<file path="config.mk">
export PLATFORM = sky130hd
export DESIGN_NAME = timer_counter
export DESIGN_NICKNAME = d
export VERILOG_FILES = /design/src/rtl/timer_counter.sv
export SDC_FILE = /design/constraint.sdc
export NUM_CORES = 1
export LEC_CHECK = 0
export ABC_AREA = 1
export CAP_MARGIN = 20
export CORE_MARGIN = 10
export CORE_UTILIZATION = 35
export CTS_CLUSTER_DIAMETER = 30
export CTS_CLUSTER_SIZE = 24
export DETAILED_ROUTE_END_ITERATION = 10
export SYNTH_ARGS = -nofsm -noshare
export SYNTH_HDL_FRONTEND = slang
export SYNTH_SLANG_ARGS = --single-unit
</file>
<file path="constraint.sdc">
create_clock -name clk -period 2.7 [get_ports clk]
set_input_delay 0.27 -clock clk [delete_from_list [all_inputs] [get_ports clk]]
set_output_delay 0.27 -clock clk [all_outputs]
set_load 0.02 [all_outputs]
</file>
<file path="src/rtl/timer_counter.sv">
// ---------------------------------------------------------------------------
// timer_counter
//
// Memory-mapped down-counting timer that sits on the CPU data-memory port and
// provides an interrupt source. A 3-register window lives at BASE_ADDR:
//   +0 CTRL   [0] EN, [2:1] MODE (2'b01 = periodic, else one-shot), [3] IM
//   +4 PRESET 32-bit reload value
//   +8 COUNT  32-bit current count, read-only
// Reads are combinational. Writes are byte-lane merged and commit on posedge.
//
// Ports
//   clk     system clock, all state updates on posedge
//   reset   synchronous, active-high, clears all state
//   addr    byte address from the CPU data port (addr[1:0] ignored)
//   byteen  byte write enables, any bit set means a write
//   wdata   write data, byte lanes aligned
//   rdata   read data of the selected register, 0 on a miss
//   irq     registered interrupt request (pending flag gated by IM)
// ---------------------------------------------------------------------------
module timer_counter #(
    parameter logic [31:0] BASE_ADDR = 32'h0000_7F00
) (
    input  logic        clk,
    input  logic        reset,
    input  logic [31:0] addr,
    input  logic [3:0]  byteen,
    input  logic [31:0] wdata,
    output logic [31:0] rdata,
    output logic        irq
);

    typedef enum logic [1:0] {
        ST_IDLE = 2'd0,
        ST_LOAD = 2'd1,
        ST_CNT  = 2'd2,
        ST_INT  = 2'd3
    } state_t;

    localparam logic [1:0] REG_CTRL   = 2'd0;
    localparam logic [1:0] REG_PRESET = 2'd1;
    localparam logic [1:0] REG_COUNT  = 2'd2;
    localparam logic [1:0] MODE_PERIODIC = 2'b01;

    // Registered state
    state_t      state_q,    state_d;
    logic [3:0]  ctrl_q,     ctrl_d;
    logic [31:0] preset_q,   preset_d;
    logic [31:0] count_q,    count_d;
    logic        irq_flag_q, irq_flag_d;
    logic        irq_q;

    // Bus decode
    logic       hit;
    logic       wr;
    logic       wr_ctrl;
    logic       wr_preset;
    logic [1:0] reg_sel;

    // Byte offset within a word carries no meaning for this device.
    logic addr_unused;
    assign addr_unused = ^addr[1:0];

    assign reg_sel   = addr[3:2];
    assign hit       = (addr[31:4] == BASE_ADDR[31:4]) && (reg_sel != 2'b11);
    assign wr        = hit && (byteen != 4'b0000);
    assign wr_ctrl   = wr && (reg_sel == REG_CTRL);
    assign wr_preset = wr && (reg_sel == REG_PRESET);

    // Combinational read mux
    always_comb begin
        rdata = 32'h0;
        if (hit) begin
            case (reg_sel)
                REG_CTRL:   rdata = {28'h0, ctrl_q};
                REG_PRESET: rdata = preset_q;
                REG_COUNT:  rdata = count_q;
                default:    rdata = 32'h0;
            endcase
        end
    end

    // PRESET: independent byte-lane merge
    generate
        for (genvar gi = 0; gi < 4; gi++) begin : g_preset_lane
            assign preset_d[gi*8 +: 8] = (wr_preset && byteen[gi]) ? wdata[gi*8 +: 8]
                                                                   : preset_q[gi*8 +: 8];
        end
    endgenerate

    // Counter FSM plus bus side effects. The bus write is applied after the
    // FSM so that a CPU write to CTRL overrides the FSM clearing EN, and a
    // CPU acknowledge overrides a same-cycle interrupt set.
    always_comb begin
        state_d    = state_q;
        count_d    = count_q;
        irq_flag_d = irq_flag_q;
        ctrl_d     = ctrl_q;

        case (state_q)
            ST_IDLE: begin
                if (ctrl_q[0]) begin
                    state_d = ST_LOAD;
                end
            end
            ST_LOAD: begin
                count_d = preset_q;
                state_d = ST_CNT;
            end
            ST_CNT: begin
                if (!ctrl_q[0]) begin
                    state_d = ST_IDLE;          // freeze COUNT where it is
                end else if (count_q > 32'd1) begin
                    count_d = count_q - 32'd1;
                end else begin
                    // 0 or 1 both terminate; COUNT never wraps.
                    count_d    = 32'd0;
                    irq_flag_d = 1'b1;
                    state_d    = ST_INT;
                end
            end
            ST_INT: begin
                if (ctrl_q[2:1] == MODE_PERIODIC) begin
                    irq_flag_d = 1'b0;          // single-cycle pulse
                    state_d    = ST_LOAD;
                end else begin
                    ctrl_d[0] = 1'b0;           // one-shot disarms, flag stays
                    state_d   = ST_IDLE;
                end
            end
            default: begin
                state_d = ST_IDLE;
            end
        endcase

        // Only lane 0 holds stored CTRL bits; upper lanes are not stored.
        if (wr_ctrl && byteen[0]) begin
            ctrl_d = wdata[3:0];
        end

        // Any write to CTRL or PRESET acknowledges a pending interrupt.
        if (wr_ctrl || wr_preset) begin
            irq_flag_d = 1'b0;
        end
    end

    always_ff @(posedge clk) begin
        if (reset) begin
            state_q    <= ST_IDLE;
            ctrl_q     <= 4'h0;
            preset_q   <= 32'h0;
            count_q    <= 32'h0;
            irq_flag_q <= 1'b0;
            irq_q      <= 1'b0;
        end else begin
            state_q    <= state_d;
            ctrl_q     <= ctrl_d;
            preset_q   <= preset_d;
            count_q    <= count_d;
            irq_flag_q <= irq_flag_d;
            // Mask applied to the next-state values so irq tracks the flag
            // and IM on the same edge.
            irq_q      <= irq_flag_d & ctrl_d[3];
        end
    end

    assign irq = irq_q;

endmodule
</file>
# --- Word level (Yosys, flattened, before mapping) ---
# Cells that the tools add are included.
classes:
  addsub: 1
  order_cmp: 1
  eq_ne: 12
  n_mux: 18
  n_bitwise: 1
  reduce_logical: 18
ops:
  columns: ["operator", "n"]
  rows:
  - ["$mux W32", 3]
  - ["$pmux W32 S3", 1]
  - ["$pmux W32 S2", 1]
  - ["$gt A32 B1 Y1 const B", 1]
  - ["$sub A32 B1 Y32 const B", 1]
  - ["$eq A28 B11 Y1 const B", 1]
  - ["$logic_and A1 B1 Y1", 9]
  - ["$pmux W2 S4", 1]
  - ["$mux W1", 7]
  - ["$eq A2 B1 Y1 const B", 3]
  - ["$eq A2 B2 Y1 const B", 3]
  - ["$mux W2", 3]
  - ["$ne A2 B2 Y1 const B", 3]
  - ["$reduce_and A2 Y1", 3]
  - ["$logic_not A2 Y1", 2]
  - ["$mux W4", 1]
  - ["$reduce_bool A2 Y1", 2]
  - ["$reduce_bool A4 Y1", 1]
  - ["$ne A3 B3 Y1 const B", 1]
  - ["$ne A2 B1 Y1 const B", 1]
  - ["$pmux W1 S2", 1]
  - ["$and A1 B1 Y1", 1]
  - ["$logic_or A1 B1 Y1", 1]
totals:
  ff_bits: 72
  inputBits: 70
  out_inout_bits: 33
  word_cells: 62

# --- Logic depth before layout (Yosys ltp) ---
depth:
  depth_word: 7
  ltp_mapped: 10
  mapped_depth_nobuf: 10

# --- Worst setup path before layout ---
# Ideal clock, no wire load.
synth_path:
  kind: "input to output"
  from: "input addr[23]"
  to: "output rdata[2]"
  t_arrival_ns: 1.474
  slack_ns: 0.956
  path_stages: 8
  path_buffers: 1
  cell_sequence: "nor2_1 nand2_1 nor2_1 nand2_2 nor2_8 inv_1 buf_2 a31oi_1"
synth_via:
  elab_chain_cells: 3
synth_rtl:
  columns: ["element", "line", "source"]
  rows:
  - ["start, declared", "25", "input logic [31:0] addr,"]
  - ["$eq A28 B11 Y1", "64", "assign hit = (addr[31:4] == BASE_ADDR[31:4]) && (reg_sel != 2'b11);"]
  - ["$logic_and A1 B1 Y1", "64", null]
  - ["$mux W32", "72", "if (hit) begin"]
  - ["end, declared", "28", "output logic [31:0] rdata,"]
# No other way between the ends.

# --- Worst setup path after layout ---
layout_path:
  from: "input addr[23]"
  to: "output rdata[10]"
# Same word-level chain as after synthesis.

==> impl_metrics.tcl <==
set metrics [dict create \
    outcome "completed" \
    place_congestion 0.897 \
    dieArea_mm2 0.0187 \
    synth_flop_cell "dfxtp_1" \
    vias_per_cell 4.74 \
    total_power_mw 2.52 \
    hold_violations 0 \
    cts_tree "built" \
    holdWs_ns 0.510 \
    fmax_ghz 0.395 \
    ys_ff_latch 72 \
    core_area_mm2 0.0133 \
    r2r-start "count_q[0]" \
    cp_max_fo 13 \
    finalClockSkew_ns 0.00599 \
    cts_max_level 3 \
    arrival_ns 2.26 \
    synth_area_mm2 0.00476 \
    port_buffers 100 \
    clk_latency_ns 0.34 \
    async_reset_ff_share_pct 0 \
    leakage_nw 2.78 \
    clockBufferDepth 2 \
    vias 4960 \
    synth_edf_count 0 \
    period_share_pct 93.7 \
    dr.pass1.iters 4 \
    drv_slew 0 \
    max_slew_margin_pct 60.0 \
    synthTopCellsByCount "nand2_1, nor2_1, inv_1" \
    ant_nets 0 \
    grt_use_total_pct 15.7 \
    grt_pass1_vias 4947 \
    r2r_cells 10 \
    min_from "wdata[18]" \
    cts_buffers 9 \
    finalWorstSetupSlack_ns 0.171 \
    clockRootBuffer "clkbuf_16" \
    end_kind "output pin" \
    syn_avg_cell_area_um2 6.15 \
    start_kind "input pin" \
    overflow 0 \
    drive_gt1_share_pct 9.41 \
    grt_first_pass_wirelength_mm 24.1 \
    worst_slew_pin_slew_ns 0.597 \
    fin_crit_ns 2.53 \
    cts_setup_buffers 0 \
    chipWidth_um 137 \
    nets 939 \
    cts_sinks 72 \
    wl_mm 14.0 \
    dp_hpwl_mm 10.6 \
    insertedDiodeCount 0 \
    num_io_pins 103 \
    r2r_end "count_q[8]" \
    finish.utilization_pct 47.2 \
    synth_area_leaders "dfxtp_1, nand2_1, nor2_1" \
    synthesis.nets 846 \
    hp-class "in -> reg" \
    die_y_um 137 \
    r2r_slack_ns 0.81 \
    wl_per_cell_um 13.3 \
    grt_start_max_net_pins 43 \
    finalSetupViolCount 0 \
    drv_cap 0 \
    yosysSeqAreaShare_pct 30.3 \
    cts_hold_buf 0 \
    yosys.cell_types.count 33 \
    clk_pin_slew_ns 0.06 \
    syn_to_final_growth_pct 31.7 \
    setup.worst_path.class "in -> out" \
    grt_setup_unrepaired "false" \
    cts-resized-gates 0 \
    rows 42 \
    cp.required_ns 2.43 \
    vdd_ir_drop_max_mv 0.256 \
    synth_most_common_cell "nand2_1" \
    ys.warnings.count 0 \
    drcViolationCount 0 \
    pre_cts_ws_ns 0.138 \
    n_fill_cell 1418 \
    syn_inst 774 \
    synth_area_leader_cell "dfxtp_1" \
    whs_endpoint "preset_q[18]" \
    synth_top_cell_area_share_pct 30.3 \
    fin_tns_setup_ns 0 \
    antenna_found_initial 0 \
    drt_iter0_markers 301 \
    power_density_mw_per_mm2 401 \
    hold_depth 3 \
    start_util_pct 35.8 \
]
## flip-flops by register name (all words and copies together), names as in the netlist
name        count
irq             1
preset_q       32
state_q         2
ctrl_q          4
irq_flag_q      1
count_q        32
## logic make-up (layout without fill, tap and decap cells)
| family | Yosys count | count (layout) | share of synthesized area, % |
|---|---|---|---|
| AO/OA/AOI/OAI | 142 | 142 | 16.1 |
| XOR/XNOR | 10 | 10 | 1.84 |
| adder cells (fa/ha/maj) | 2 | 2 | 0.526 |
| buffers and inverters | 108 | 205 | 9.91 |
| flip-flops | 72 | 72 | 30.3 |
| AND/OR/NAND/NOR | 440 | 440 | 41.4 |
## critical path: stages
cell and delay (ns):
clkdlybuf4s50_1 0.40, nor2_1 0.10, nand2_1 0.06, nor2_1 0.12, nand2_2 0.10, nor2_8 0.11
inv_1 0.07, buf_4 0.19, a21oi_1 0.20, clkdlybuf4s50_1 0.65
## worst max-delay path by stage
stage,start,cells after the start,end,slack (ns)
6_report,addr[23],10,rdata[10],0.17
5_1_grt,addr[23],10,rdata[9],0.002
4_1_cts,addr[23],10,rdata[10],0.13
3_5_place_dp,addr[23],10,rdata[8],0.14
3_3_place_gp,addr[23],10,rdata[9],0.15
2_1_floorplan,addr[23],8,rdata[2],0.96
## stage by stage
stage / cells / instance area (µm²)
after detailed placement: 1032 / 5940
after global placement: 1032 / 5940
after floorplan: 774 / 4760
final: 1047 / 6270
after global routing: 1047 / 6270
after CTS: 1047 / 6260
## layout make-up
| type | count | area [µm²] | area share [%] |
|---|---|---|---|
| Multi-Input combinational cell | 594 | 2850 | 45.4 |
| Clock buffer | 10 | 239 | 3.81 |
| Inverter | 76 | 285 | 4.55 |
| Sequential cell | 72 | 1440 | 23.0 |
| Tap cell | 176 | 220 | 3.51 |
| Timing Repair Buffer | 114 | 1150 | 18.4 |
| Clock inverter | 5 | 81.3 | 1.30 |
## report_power, final
group	internal, mW	switching, mW	leakage [nW]	total, mW
Combinational	0.104	0.0632	2.04	0.167
Clock	0.828	0.458	0.155	1.29
Sequential	1.06	0.0000344	0.580	1.06
## layout by cell type (no fill, tap or decap), drive strengths merged
cell / n
nand2: 226
nor3: 4
o21bai: 3
nand4: 11
clkdlybuf4s50: 96
nor3b: 1
inv: 76
clkbuf: 10
buf: 14
xnor2: 6
nor2: 156
xor2: 4
nand3: 36
dlymetal6s2s: 4
bufinv: 2
dfxtp: 72
nor4: 1
or2: 2
clkinv: 2
clkinvlp: 1
and2: 3
ha: 2
o21ai: 73
a21oi: 62
a31oi: 4
## per-layer routing
| metal | up-vias | GRT usage, % | part of all wire [%] |
|---|---|---|---|
| met4 | 0 | 4.56 | 1.2 |
| met2 | 106 | 24.1 | 43 |
| met5 | - | 0 | 0 |
| met1 | 2203 | 21.1 | 50 |
| li1 | 2638 | - | - |
| met3 | 13 | 4.18 | 5.3 |
Note: power is estimated with default switching activity, not from simulation.
